## src/rtl/giga_mc_pkg.sv

```systemverilog
// ============================================================================
// Module  : giga_mc_pkg
// Purpose : State, opcode and datapath-select encodings shared by the
//           giga_mc multi-cycle control sequencer.
// Revision: 1.0 - initial release
// ============================================================================
`default_nettype none

package giga_mc_pkg;

    localparam logic [2:0] c_ST_FETCH  = 3'd0;
    localparam logic [2:0] c_ST_DECODE = 3'd1;
    localparam logic [2:0] c_ST_EXEC   = 3'd2;
    localparam logic [2:0] c_ST_MEM    = 3'd3;
    localparam logic [2:0] c_ST_WB     = 3'd4;
    localparam logic [2:0] c_ST_BRANCH = 3'd5;
    localparam logic [2:0] c_ST_JUMP   = 3'd6;
    localparam logic [2:0] c_ST_FAULT  = 3'd7;

    localparam logic [5:0] c_OP_RTYPE = 6'h00;
    localparam logic [5:0] c_OP_ADDI  = 6'h08;
    localparam logic [5:0] c_OP_LW    = 6'h23;
    localparam logic [5:0] c_OP_SW    = 6'h2B;
    localparam logic [5:0] c_OP_BEQ   = 6'h04;
    localparam logic [5:0] c_OP_J     = 6'h02;

    localparam logic [1:0] c_ALUB_RT      = 2'd0;
    localparam logic [1:0] c_ALUB_FOUR    = 2'd1;
    localparam logic [1:0] c_ALUB_IMM     = 2'd2;
    localparam logic [1:0] c_ALUB_IMM_SH2 = 2'd3;

    localparam logic [1:0] c_ALUOP_ADD   = 2'd0;
    localparam logic [1:0] c_ALUOP_SUB   = 2'd1;
    localparam logic [1:0] c_ALUOP_FUNCT = 2'd2;

    localparam logic [1:0] c_PCSRC_ALU    = 2'd0;
    localparam logic [1:0] c_PCSRC_ALUOUT = 2'd1;
    localparam logic [1:0] c_PCSRC_JUMP   = 2'd2;

    // State following DECODE; unknown opcodes land in FAULT.
    function automatic logic [2:0] decode_next(input logic [5:0] op);
        logic [2:0] nxt;
        case (op)
            c_OP_RTYPE, c_OP_ADDI, c_OP_LW, c_OP_SW: nxt = c_ST_EXEC;
            c_OP_BEQ:                                nxt = c_ST_BRANCH;
            c_OP_J:                                  nxt = c_ST_JUMP;
            default:                                 nxt = c_ST_FAULT;
        endcase
        return nxt;
    endfunction

endpackage

`default_nettype wire

```

## src/rtl/giga_mc_sequencer_wait_timer.sv

```systemverilog
// ============================================================================
// Module  : giga_mc_wait_timer
// Purpose : Memory wait-state watchdog; flags the cycle in which an un-acked
//           request reaches MEM_TIMEOUT cycles (MEM_TIMEOUT=0 disables it).
// Revision: 1.0 - initial release
// ============================================================================
`default_nettype none

module giga_mc_wait_timer #(
    parameter int MEM_TIMEOUT = 16,
    parameter int TMR_W       = 8
) (
    input  logic clk,
    input  logic rst,
    input  logic clr,
    input  logic cnt_en,
    output logic expire
);

    generate
        if (MEM_TIMEOUT > 0) begin : g_wdog
            localparam logic [TMR_W-1:0] c_LAST = TMR_W'(MEM_TIMEOUT - 1);
            logic [TMR_W-1:0] r_count;

            always_ff @(posedge clk or negedge rst) begin
                if (!rst) begin
                    r_count <= '0;
                end else if (clr) begin
                    r_count <= '0;
                end else if (cnt_en) begin
                    r_count <= r_count + TMR_W'(1);
                end
            end

            // Expiry only on an un-acked cycle, so a same-cycle ack wins.
            assign expire = cnt_en && (r_count == c_LAST);
        end else begin : g_no_wdog
            assign expire = 1'b0;
        end
    endgenerate

endmodule

`default_nettype wire

```

## src/rtl/giga_mc_sequencer.sv

```systemverilog
// ============================================================================
// Module  : giga_mc_sequencer
// Purpose : Multi-cycle FETCH/DECODE/EXEC/MEM/WB control sequencer for the
//           mini-MIPS core. Optional GIGA_MC_PERF_CNT_EN adds perf counters.
// Revision: 1.0 - initial release
// ============================================================================
`default_nettype none

module giga_mc_sequencer
    import giga_mc_pkg::*;
#(
    parameter int MEM_TIMEOUT = 16,
    parameter int TMR_W       = 8
`ifdef GIGA_MC_PERF_CNT_EN
    ,
    parameter int CNT_W       = 32
`endif
) (
    input  logic       clk,
    input  logic       rst,
    input  logic       run,
    input  logic [5:0] opcode,
    input  logic       zero,
    output logic       imem_req,
    input  logic       imem_ack,
    output logic       dmem_req,
    output logic       dmem_we,
    input  logic       dmem_ack,
    output logic       pc_we,
    output logic       ir_we,
    output logic       reg_we,
    output logic       reg_dst,
    output logic       mem_to_reg,
    output logic       alu_src_a,
    output logic [1:0] alu_src_b,
    output logic [1:0] alu_op,
    output logic [1:0] pc_src,
    output logic [2:0] state,
    output logic       retired,
    output logic       fault,
    output logic       illegal_op
`ifdef GIGA_MC_PERF_CNT_EN
    ,
    output logic [CNT_W-1:0] cycle_cnt,
    output logic [CNT_W-1:0] instr_cnt
`endif
);

    logic [2:0] r_state;
    logic [2:0] w_state_next;
    logic [5:0] r_opcode;
    logic       r_imem_pend;
    logic       r_illegal;
    logic       w_illegal_set;
    logic       w_imem_req;
    logic       w_dmem_req;
    logic       w_imem_hit;
    logic       w_dmem_hit;
    logic       w_wait;
    logic       w_expire;

    // Gating with rst keeps the fetch request low for the whole reset pulse.
    assign w_imem_req = (r_state == c_ST_FETCH) && rst && (run || r_imem_pend);
    assign w_dmem_req = (r_state == c_ST_MEM);
    assign w_imem_hit = w_imem_req && imem_ack;
    assign w_dmem_hit = w_dmem_req && dmem_ack;
    assign w_wait     = (w_imem_req && !imem_ack) || (w_dmem_req && !dmem_ack);

    giga_mc_wait_timer #(
        .MEM_TIMEOUT (MEM_TIMEOUT),
        .TMR_W       (TMR_W)
    ) u_wait_timer (
        .clk    (clk),
        .rst    (rst),
        .clr    (w_imem_hit || w_dmem_hit || (w_state_next != r_state)),
        .cnt_en (w_wait),
        .expire (w_expire)
    );

    always_ff @(posedge clk or negedge rst) begin
        if (!rst) begin
            r_state     <= c_ST_FETCH;
            r_opcode    <= '0;
            r_imem_pend <= 1'b0;
            r_illegal   <= 1'b0;
        end else begin
            r_state     <= w_state_next;
            r_imem_pend <= w_imem_req && !imem_ack;
            if (r_state == c_ST_DECODE) begin
                r_opcode <= opcode;
            end
            if (w_illegal_set) begin
                r_illegal <= 1'b1;
            end
        end
    end

    always_comb begin
        w_state_next  = r_state;
        w_illegal_set = 1'b0;
        pc_we         = 1'b0;
        ir_we         = 1'b0;
        reg_we        = 1'b0;
        reg_dst       = 1'b0;
        mem_to_reg    = 1'b0;
        alu_src_a     = 1'b0;
        alu_src_b     = c_ALUB_RT;
        alu_op        = c_ALUOP_ADD;
        pc_src        = c_PCSRC_ALU;
        dmem_we       = 1'b0;
        retired       = 1'b0;
        case (r_state)
            c_ST_FETCH: begin
                if (w_imem_hit) begin
                    ir_we        = 1'b1;
                    pc_we        = 1'b1;
                    alu_src_b    = c_ALUB_FOUR;
                    w_state_next = c_ST_DECODE;
                end else if (w_expire) begin
                    w_state_next = c_ST_FAULT;
                end
            end
            c_ST_DECODE: begin
                alu_src_b     = c_ALUB_IMM_SH2;
                w_state_next  = decode_next(opcode);
                w_illegal_set = (decode_next(opcode) == c_ST_FAULT);
            end
            c_ST_EXEC: begin
                alu_src_a = 1'b1;
                case (r_opcode)
                    c_OP_RTYPE: begin
                        alu_op       = c_ALUOP_FUNCT;
                        w_state_next = c_ST_WB;
                    end
                    c_OP_ADDI: begin
                        alu_src_b    = c_ALUB_IMM;
                        w_state_next = c_ST_WB;
                    end
                    c_OP_LW, c_OP_SW: begin
                        alu_src_b    = c_ALUB_IMM;
                        w_state_next = c_ST_MEM;
                    end
                    default: w_state_next = c_ST_FAULT;
                endcase
            end
            c_ST_MEM: begin
                dmem_we = (r_opcode == c_OP_SW);
                if (w_dmem_hit) begin
                    if (r_opcode == c_OP_SW) begin
                        retired      = 1'b1;
                        w_state_next = c_ST_FETCH;
                    end else begin
                        w_state_next = c_ST_WB;
                    end
                end else if (w_expire) begin
                    w_state_next = c_ST_FAULT;
                end
            end
            c_ST_WB: begin
                reg_we       = 1'b1;
                reg_dst      = (r_opcode == c_OP_RTYPE);
                mem_to_reg   = (r_opcode == c_OP_LW);
                retired      = 1'b1;
                w_state_next = c_ST_FETCH;
            end
            c_ST_BRANCH: begin
                alu_src_a    = 1'b1;
                alu_op       = c_ALUOP_SUB;
                pc_src       = c_PCSRC_ALUOUT;
                pc_we        = zero;
                retired      = 1'b1;
                w_state_next = c_ST_FETCH;
            end
            c_ST_JUMP: begin
                pc_src       = c_PCSRC_JUMP;
                pc_we        = 1'b1;
                retired      = 1'b1;
                w_state_next = c_ST_FETCH;
            end
            default: w_state_next = c_ST_FAULT;
        endcase
    end

    assign imem_req   = w_imem_req;
    assign dmem_req   = w_dmem_req;
    assign state      = r_state;
    assign fault      = (r_state == c_ST_FAULT);
    assign illegal_op = r_illegal;

`ifdef GIGA_MC_PERF_CNT_EN
    logic [CNT_W-1:0] r_cycle_cnt;
    logic [CNT_W-1:0] r_instr_cnt;

    always_ff @(posedge clk or negedge rst) begin
        if (!rst) begin
            r_cycle_cnt <= '0;
            r_instr_cnt <= '0;
        end else begin
            if (r_state != c_ST_FAULT) begin
                r_cycle_cnt <= r_cycle_cnt + CNT_W'(1);
            end
            if (retired) begin
                r_instr_cnt <= r_instr_cnt + CNT_W'(1);
            end
        end
    end

    assign cycle_cnt = r_cycle_cnt;
    assign instr_cnt = r_instr_cnt;
`endif

    a_req_exclusive: assert property (@(posedge clk) disable iff (!rst) !(imem_req && dmem_req));
    a_we_exclusive:  assert property (@(posedge clk) disable iff (!rst) !(pc_we && reg_we));

endmodule

`default_nettype wire

```

## config.mk

```make
export PLATFORM = sky130hd
export DESIGN_NAME = giga_mc_sequencer
export DESIGN_NICKNAME = d
export VERILOG_FILES = /design/src/rtl/giga_mc_pkg.sv /design/src/rtl/giga_mc_sequencer_wait_timer.sv /design/src/rtl/giga_mc_sequencer.sv
export SDC_FILE = /design/constraint.sdc
export NUM_CORES = 1
export LEC_CHECK = 0
export ABC_AREA = 1
export CORE_UTILIZATION = 40
export CTS_BUF_LIST = sky130_fd_sc_hd__clkbuf_16
export CTS_CLUSTER_SIZE = 8
export DETAILED_ROUTE_END_ITERATION = 12
export PLACE_DENSITY = 0.79
export SETUP_SLACK_MARGIN = 0.1
export SYNTH_ARGS = -nofsm -noshare
export SYNTH_HDL_FRONTEND = slang
export SYNTH_HIERARCHICAL = 1
export SYNTH_SLANG_ARGS = --single-unit
```

## constraint.sdc

```tcl
create_clock -name clk -period 6.6 [get_ports clk]
set_clock_uncertainty 0.1 [all_clocks]
set_input_delay 1.32 -clock clk [delete_from_list [all_inputs] [get_ports clk]]
set_output_delay 1.32 -clock clk [all_outputs]
set_load 0.005 [all_outputs]
```

; ---- Yosys cells after proc, flatten, opt, wreduce, memory -nomap -nowiden
; Index checks and enable logic that the tools add are counted.
[totals]
output_inout_bits = 21
in_bits = 12
ff_bits = 19
elab_cells = 75
[classes]
addsub = 1
n_eq_ne = 18
n_reduce_logical = 23
muxes = 28
[op_table]
columns = operator, n
row1 = $eq A6 B6 Y1 const B, 4
row2 = $mux W8, 2
row3 = $eq A3 B3 Y1 const B, 5
row4 = $mux W3, 5
row5 = $pmux W3 S5, 1
row6 = $eq A6 B4 Y1 const B, 2
row7 = $logic_not A6 Y1, 2
row8 = $mux W1, 11
row9 = $pmux W3 S3, 1
row10 = $add A8 B1 Y8 const B, 1
row11 = $eq A8 B4 Y1 const B, 1
row12 = $pmux W2 S2, 2
row13 = $logic_and A1 B1 Y1, 7
row14 = $eq A3 B2 Y1 const B, 2
row15 = $eq A6 B2 Y1 const B, 1
row16 = $eq A6 B3 Y1 const B, 1
row17 = $pmux W2 S3, 1
row18 = $pmux W3 S2, 1
row19 = $reduce_or A2 Y1, 3
row20 = $reduce_or A3 Y1, 2
row21 = $logic_or A1 B1 Y1, 4
row22 = $mux W2, 2
row23 = $reduce_or A4 Y1, 1
row24 = $eq A3 B1 Y1 const B, 1
row25 = 6 further kinds, 7

; ---- Depth between registers and ports, before layout
; Gate-level depths: netlist of run 1.
[depth]
word_depth = 12
depth_mapped = 21
ltp_nobuf = 20

; ---- Cells and area by module
; Netlist of run 1, hierarchy kept.
[by_module_without_submodules]
columns = module, cells_per_inst, area_per_inst_um2, n_inst
row1 = giga_mc_sequencer, 139, 913.4, 1
row2 = giga_mc_wait_timer, 56, 429.2, 1

; ---- Worst setup path before layout of run 1
; OpenSTA, ideal clock, no wires.
[synth_path]
path_type = input -> register
from = input rst
to = register u_wait_timer.g_wdog.r_count[4]
setup_slack_ps = 3060
arrival_time_ps = 3314
setup_time_ps = 127
cell_stages = 16
required_ps = 6373
path_buffers = 0
path_cell_list = inv_1 nor2_1 nand2_1 o21ai_0 inv_1 nor3_1 or2_2 nand2_1 nand2_2 nor2_1 nor2_1 nand2_1 nor2_2 nor2_1 o21ai_1 a21oi_1
[synth_between]
elab_chain_len = 11
[synth_rtl]
columns = element, line
row1 = "start, declared", giga_mc_sequencer.sv:20  ; input logic rst,
row2 = $logic_and A1 B1 Y1 (*) (2 in series), giga_mc_sequencer.sv:63  ; assign w_imem_req = (r_state == c_ST_FETCH) && rst && (run || r_imem_pend);
row3 = $logic_and A1 B1 Y1 (*), giga_mc_sequencer.sv:67  ; assign w_wait = (w_imem_req && !imem_ack) || (w_dmem_req && !dmem_ack);
row4 = $logic_or A1 B1 Y1 (*), giga_mc_sequencer.sv:67
row5 = named net w_wait, giga_mc_sequencer.sv:59  ; logic w_wait;
row6 = $logic_and A1 B1 Y1 (*), giga_mc_sequencer_wait_timer.sv:36  ; assign expire = cnt_en && (r_count == c_LAST);
row7 = named net w_expire, giga_mc_sequencer.sv:60  ; logic w_expire;
row8 = $mux W3 (*), "giga_mc_sequencer.sv:119, giga_mc_sequencer.sv:155"
row9 = $mux W3 (on tied branches), "giga_mc_sequencer.sv:148, giga_mc_sequencer.sv:114"
row10 = $pmux W3 S5 (*), giga_mc_sequencer.sv:112  ; case (r_state)
row11 = named net w_state_next[1], giga_mc_sequencer.sv:50  ; logic [2:0] w_state_next;
row12 = $ne A3 B3 Y1 (*), giga_mc_sequencer.sv:75  ; .clr (w_imem_hit || w_dmem_hit || (w_state_next != r_state)),
row13 = $logic_or A1 B1 Y1 (*), giga_mc_sequencer.sv:75
row14 = $mux W8 or $reduce_bool A2 Y1 (tied branches), --
row15 = "end signal, assigned", giga_mc_sequencer_wait_timer.sv:31  ; r_count <= r_count + TMR_W'(1);
row16 = "end, declared", giga_mc_sequencer_wait_timer.sv:23  ; logic [TMR_W-1:0] r_count;
; The timed path passes the listed nets; every way through them passes the cells marked *.
; A chain may end at the register's enable or synchronous reset.

; ---- Worst setup path after layout of run 1
[layout_path]
from = input rst
to = output pc_we
[layout_between]
elab_chain_len = 5
[layout_rtl]
columns = element, line
row1 = $logic_and A1 B1 Y1 (2 in series), giga_mc_sequencer.sv:63
row2 = $logic_and A1 B1 Y1, giga_mc_sequencer.sv:65  ; assign w_imem_hit = w_imem_req && imem_ack;
row3 = $mux W1, giga_mc_sequencer.sv:114  ; if (w_imem_hit) begin
row4 = $pmux W1 S3, giga_mc_sequencer.sv:112
row5 = "end, declared", giga_mc_sequencer.sv:29  ; output logic pc_we,
; Every way passes these cells.

==> qor.csv, run 1 <==
metric,value,unit
drtPass1Iterations,4,
syn_area_per_cell,6.88,sq um
startpoint,rst,
layout_min_cycle_time,4.54,ns
track_usage,19.2,%
initial_core_util,42.9,%
synth-warning-count,6,
drive_above_1_share,8.81,%
status,completed,
r2r_start,state[0]$_DFF_PN0_,
wl_per_cell,11.7,microns
viasPerCell,4.93,
crit_type,in -> out,
crit_path_max_fanout,21,
cp-end-kind,primary output,
power.density,143,nW/um^2
p_sw,46.1,uW
p_total,250,uW
max-cap-violations,0,
hold_start,illegal_op$_DFFE_PN0P_,
synthXorXnorAreaFrac,0.652,%
post_cts_buffers,0,
synth-seq-area-share,35.4,%
antenna_found_initial,0,
cts_tree,done,
ys_top_cells_by_area,"dfrtp_1, nand2_1, nor2_1",
power.share.combinational,5.5,%
h-tree-depth,1,
relSlewSlack,59.0,%
finalSetupViolCount,0,
core_area,3130,sq um
yosys.area.top_type,dfrtp_1,
hp-class,reg -> reg,
crit_required,5.18,ns
io_buffers,32,
final_nets,241,
cts_resized,0,
clk_pin_slew,0.05,ns
critPathArrivalTime,3.12,ns
pin_count,33,
drc_errors,0,
rows,20,
cts_buffers,3,
worstSetupStartpointType,input pin,
netlist_area,1340,sq um
syn_nets,208,
finalHoldViolations,0,
drtIter0Drc,99,
p_clk_share,47.9,%
power.share.sequential,46.6,%
chipHeight,59.9,microns
postCtsHoldBufs,0,
cts.sinks,19,
grt_overflow,0,
leakage,0.843,nW
synth_top_area_share,35.4,%
routed-via-count,1337,
dieArea,3590,sq um
max_freq,0.220,GHz
muxShareOfSynthArea,0,%
intPower,204,uW
grt_max_degree,22,
synth_compound_area_share,9.69,%
ys_types,29,
synth_edf_count,0,
die_width,59.9,microns
max-vdd-ir-drop,0.0000829,V
p_sw_share,18.4,%
period_share,68.8,%
final_util,56.1,%
final_max_slew_viol_count,0,
gp_congestion,0.852,
cts_root_buf,clkbuf_16,
synthMostInstantiatedCell,nand2_1,
dp_hpwl,2.37,mm
synth_common_cells,"nand2_1, nor2_1, inv_1",
clock_latency,0.25,ns
grt_pass1_vias,1218,
fin_tns_setup,0,ns
synth-simple-area-share,42.4,%
synth_seq_cells,19,
netlist_instances,195,
area_growth,30.8,%
n_antenna_cell,0,
worstMarginPinSlew,0.611,ns
async_flop_share,100,%
synth_fa_ha_area_share,0.932,%
antenna_left,0,
ys.flop_type,dfrtp_1,
synth_top_family_by_area,simple AND/OR/NAND/NOR gates,
grt_pass1_wl,5.19,mm
grt_setup_unrepaired,false,
clock_path_buffers,2,
wl,3.17,mm
[metal layers]
| metal | share of wire (%) | wire (microns) | vias to the layer above | global-route usage, % |
|---|---|---|---|---|
| li1 | - | - | 688 | - |
| met1 | 48 | 1510 | 598 | 25.8 |
| met2 | 46 | 1470 | 49 | 31.3 |
| met3 | 5.5 | 174 | 2 | 3.68 |
| met4 | 0.38 | 12 | 0 | 5.65 |
| met5 | 0 | 0 | - | 0 |
[worst max-delay path, stage by stage]
cell and delay (ns):
clkdlybuf4s50_1 0.45, buf_4 0.26, inv_1 0.07, nor2_1 0.16, nand3_2 0.17, inv_1 0.11
a211o_1 0.09, clkdlybuf4s50_1 0.49
[flip-flops by register name, indices dropped and copies added, names as in the netlist]
register	flops
r_opcode	6
u_wait_timer/g_wdog.r_count	8
state	3
illegal_op	1
r_imem_pend	1
[final cells by class]
cell class / count / area [sq um]
Clock buffer: 3 / 75.1
Clock inverter: 1 / 3.75
Fill cell: 300 / 1370
Inverter: 26 / 97.6
Multi-Input combinational cell: 145 / 721
Sequential cell: 19 / 475
Tap cell: 44 / 55.1
Timing Repair Buffer: 33 / 328
[final timing paths]
kind	endpoint	slack, ns	cells after the start
min in group asynchronous	u_wait_timer/g_wdog.r_count[2]$_DFFE_PN0P_	1.31	2
max in group asynchronous	u_wait_timer/g_wdog.r_count[3]$_DFFE_PN0P_	4.88	2
hold reg to reg	illegal_op$_DFFE_PN0P_	0.39	1
hold / removal	illegal_op$_DFFE_PN0P_	0.39	1
setup reg to reg	u_wait_timer/g_wdog.r_count[5]$_DFFE_PN0P_	3.19	18
setup / recovery	pc_we	2.06	8
[layout by cell type, fill, tap and decap left out]
cell,Yosys,routed
nand2_4,1,1
o21ai_0,10,10
nand2_2,3,3
ha_1,1,1
a211o_1,1,1
o21ai_1,3,3
dfrtp_1,19,19
nand3b_1,1,1
xnor2_1,1,1
nand2_1,52,52
o2111ai_1,1,1
nand3_1,11,11
inv_1,24,25
inv_2,2,2
nand4_1,5,5
nand3_2,2,2
a21oi_1,5,5
a21boi_0,1,1
nor3_2,1,1
buf_4,2,1
o21bai_1,1,1
nor2_4,2,2
or2_2,2,2
nor3_4,2,2
clkdlybuf4s50_1,0,32
nor2_1,31,31
nor3_1,6,6
o31ai_1,1,1
clkbuf_16,0,3
nor2_2,1,1
[power by group through the flow]
stage          Sequential (mW)  Clock (mW)  Combinational, mW
6_report                 0.117       0.120             0.0138
5_1_grt                  0.117       0.127             0.0155
4_1_cts                  0.117       0.122             0.0141
3_5_place_dp             0.119           0             0.0140
3_3_place_gp             0.119           0             0.0139
2_1_floorplan            0.119           0            0.00291
[metrics by stage]
stage	hold slack [ns]	cell area [sq um]	instances	worst slack (ns)
floorplan	0.364	1340	195	3.06
global placement	0.389	1680	267	1.95
detailed placement	0.372	1680	267	1.87
CTS	0.389	1760	271	2.03
global route	0.411	1760	271	1.77
finish	0.392	1760	271	2.06
[logic make-up (layout without fill, tap and decap cells)]
group	Yosys count	in the layout
buffers and inverters	31	63
AND/OR/NAND/NOR	120	120
adder cells (fa/ha/maj)	1	1
AO/OA/AOI/OAI	23	23
XOR/XNOR	1	1
flip-flops	19	19
Note: power is estimated with default switching activity, not from simulation.
==> run 2: changes to the inputs <==
--- a/config.mk
+++ b/config.mk
@@ -10,7 +10,7 @@
 export CTS_BUF_LIST = sky130_fd_sc_hd__clkbuf_16
 export CTS_CLUSTER_SIZE = 8
 export DETAILED_ROUTE_END_ITERATION = 12
-export PLACE_DENSITY = 0.79
+export PLACE_DENSITY = 0.82
 export SETUP_SLACK_MARGIN = 0.1
 export SYNTH_ARGS = -nofsm -noshare
 export SYNTH_HDL_FRONTEND = slang
==> constraint.sdc (replaced) <==
create_clock -name clk -period 4.1 [get_ports clk]
set_clock_uncertainty 0.1 [all_clocks]
set_input_delay 0.82 -clock clk [delete_from_list [all_inputs] [get_ports clk]]
set_output_delay 0.82 -clock clk [all_outputs]
set_load 0.005 [all_outputs]
==> qor.csv, run 2 (synthesis gave the netlist of run 1 again) <==
metric,value,unit,change
area_growth,31.3,%,
setup_ws,0.647,ns,-1.41 ns
period_share,84.2,%,
drtIter0Drc,89,,-10%
die_width,59.9,microns,unchanged
postCtsHoldBufs,0,,unchanged
drc_errors,0,,unchanged
dp.cells,268,,+0.37%
h-tree-depth,1,,unchanged
status,completed,,
rows,20,,unchanged
final_cells,272,,+0.37%
fin_tns_setup,0,ns,unchanged
grt_pass1_vias,1217,,-0.082%
post_cts_buffers,0,,unchanged
cts_buffers,3,,unchanged
critPathArrivalTime,3.49,ns,+0.37 ns
dp_slack,0.420,ns,-1.45 ns
core_area,3130,sq um,unchanged
worstSetupStartpointType,input pin,,
gp_congestion,0.833,,-2.2%
max-vdd-ir-drop,0.000222,V,+170%
max_freq,0.290,GHz,
cts_tree,done,,
final_nets,242,,+0.41%
power.density,230,nW/um^2,+61%
clk_pin_slew,0.05,ns,about the same
n_antenna_cell,0,,unchanged
crit_required,4.14,ns,-1.04 ns
worstMarginPinSlew,0.558,ns,-0.0529 ns
hp-class,reg -> reg,,
drive_above_1_share,9.21,%,+0.40 points
dieArea,3590,sq um,unchanged
relSlewSlack,62.6,%,+3.5 points
cts_root_buf,clkbuf_16,,
pin_count,33,,unchanged
drtPass1Iterations,4,,unchanged
p_total,406,uW,+62%
clock_path_buffers,2,,unchanged
initial_core_util,42.9,%,unchanged
chipHeight,59.9,microns,unchanged
viasPerCell,4.88,,-1.0%
final_max_slew_viol_count,0,,unchanged
io_buffers,32,,unchanged
grt_overflow,0,,unchanged
dp_hpwl,2.38,mm,+0.63%
largest_register_ffs,8,,unchanged
finalSetupViolCount,0,,unchanged
layout_commonest_cell,nand2_1,,
crit_path_max_fanout,4,,-81%
grt_pass1_wl,5.22,mm,+0.54%
top_register,u_wait_timer/g_wdog.r_count,,
cts_resized,0,,unchanged
antenna_left,0,,unchanged
crit_type,in -> reg,,
grt_setup_unrepaired,false,,
routed-via-count,1328,,-0.67%
cp-end-kind,flip-flop,,
wl_per_cell,11.2,microns,-3.8%
max-cap-violations,0,,unchanged
antenna_found_initial,0,,unchanged
wl,3.06,mm,-3.5%
final_util,56.4,%,+0.24 points
clock_latency,0.25,ns,about the same
layout_min_cycle_time,3.45,ns,
leakage,0.848,nW,+0.65%
grt_max_degree,21,,-4.5%
cts.sinks,19,,unchanged
track_usage,19.3,%,+0.10 points
final_cell_mix,"nand2_1, clkdlybuf4s50_1, nor2_1",,
finalHoldViolations,0,,unchanged
[run 2: changes by cell type in the layout (fill, tap and decap cells not counted)]
| cell | before | now |
|---|---|---|
| buf_4 | 1 | 2 |
[run 2: cell type report]
| cell class | count | area, sq um |
|---|---|---|
| Sequential cell | 19 | 475 |
| Fill cell | 301 | 1370 |
| Inverter | 26 | 97.6 |
| Clock inverter | 1 | 3.75 |
| Clock buffer | 3 | 75.1 |
| Timing Repair Buffer | 34 | 335 |
| Tap cell | 44 | 55.1 |
| Multi-Input combinational cell | 145 | 721 |
[run 2: report_power, final]
group	leakage (nW)	internal, mW	switching [mW]
Sequential	0.219	0.188	0
Clock	0.0423	0.130	0.0660
Combinational	0.587	0.0116	0.0109
Total	0.848	0.329	0.0769
[run 2: worst max-delay path, cell delays in order]
cell             delay (ns)
clkdlybuf4s50_1        0.49
inv_1                  0.05
nor2_1                 0.15
nand2_1                0.10
o21ai_0                0.16
buf_4                  0.16
inv_1                  0.07
nor3_1                 0.39
nand3_1                0.15
o21ai_0                0.13
inv_1                  0.09
nand4_1                0.11
nor2_1                 0.05
nand2_1                0.10
nor2_2                 0.08
nor2_1                 0.19
nand3b_1               0.10
nand2_1                0.07
nor2_1                 0.05
[run 2: final timing paths]
kind | startpoint | end | cells past startpoint | slack, ns
min | illegal_op$_DFFE_PN0P_ | illegal_op$_DFFE_PN0P_ | 1 | 0.39
max | rst | u_wait_timer/g_wdog.r_count[6]$_DFFE_PN0P_ | 19 | 0.65
max reg2reg | state[0]$_DFF_PN0_ | u_wait_timer/g_wdog.r_count[6]$_DFFE_PN0P_ | 17 | 1.01
max in group asynchronous | rst | u_wait_timer/g_wdog.r_count[3]$_DFFE_PN0P_ | 2 | 2.82
min in group asynchronous | rst | u_wait_timer/g_wdog.r_count[5]$_DFFE_PN0P_ | 2 | 0.87
min reg2reg | illegal_op$_DFFE_PN0P_ | illegal_op$_DFFE_PN0P_ | 1 | 0.39
[run 2: metrics by stage]
step	area (sq um)	hold slack [ns]
after global routing	1760	0.443
final	1760	0.392
after global placement	1680	0.370
after CTS	1760	0.389
after detailed placement	1680	0.363
after floorplan	1340	0.364
[run 2: metal layers]
| metal | global-route usage [%] | vias up | routed length (microns) |
|---|---|---|---|
| met3 | 4.76 | 2 | 172 |
| li1 | - | 691 | - |
| met5 | 0 | - | 0 |
| met2 | 31.9 | 49 | 1430 |
| met4 | 3.65 | 0 | 25 |
| met1 | 25.7 | 586 | 1430 |
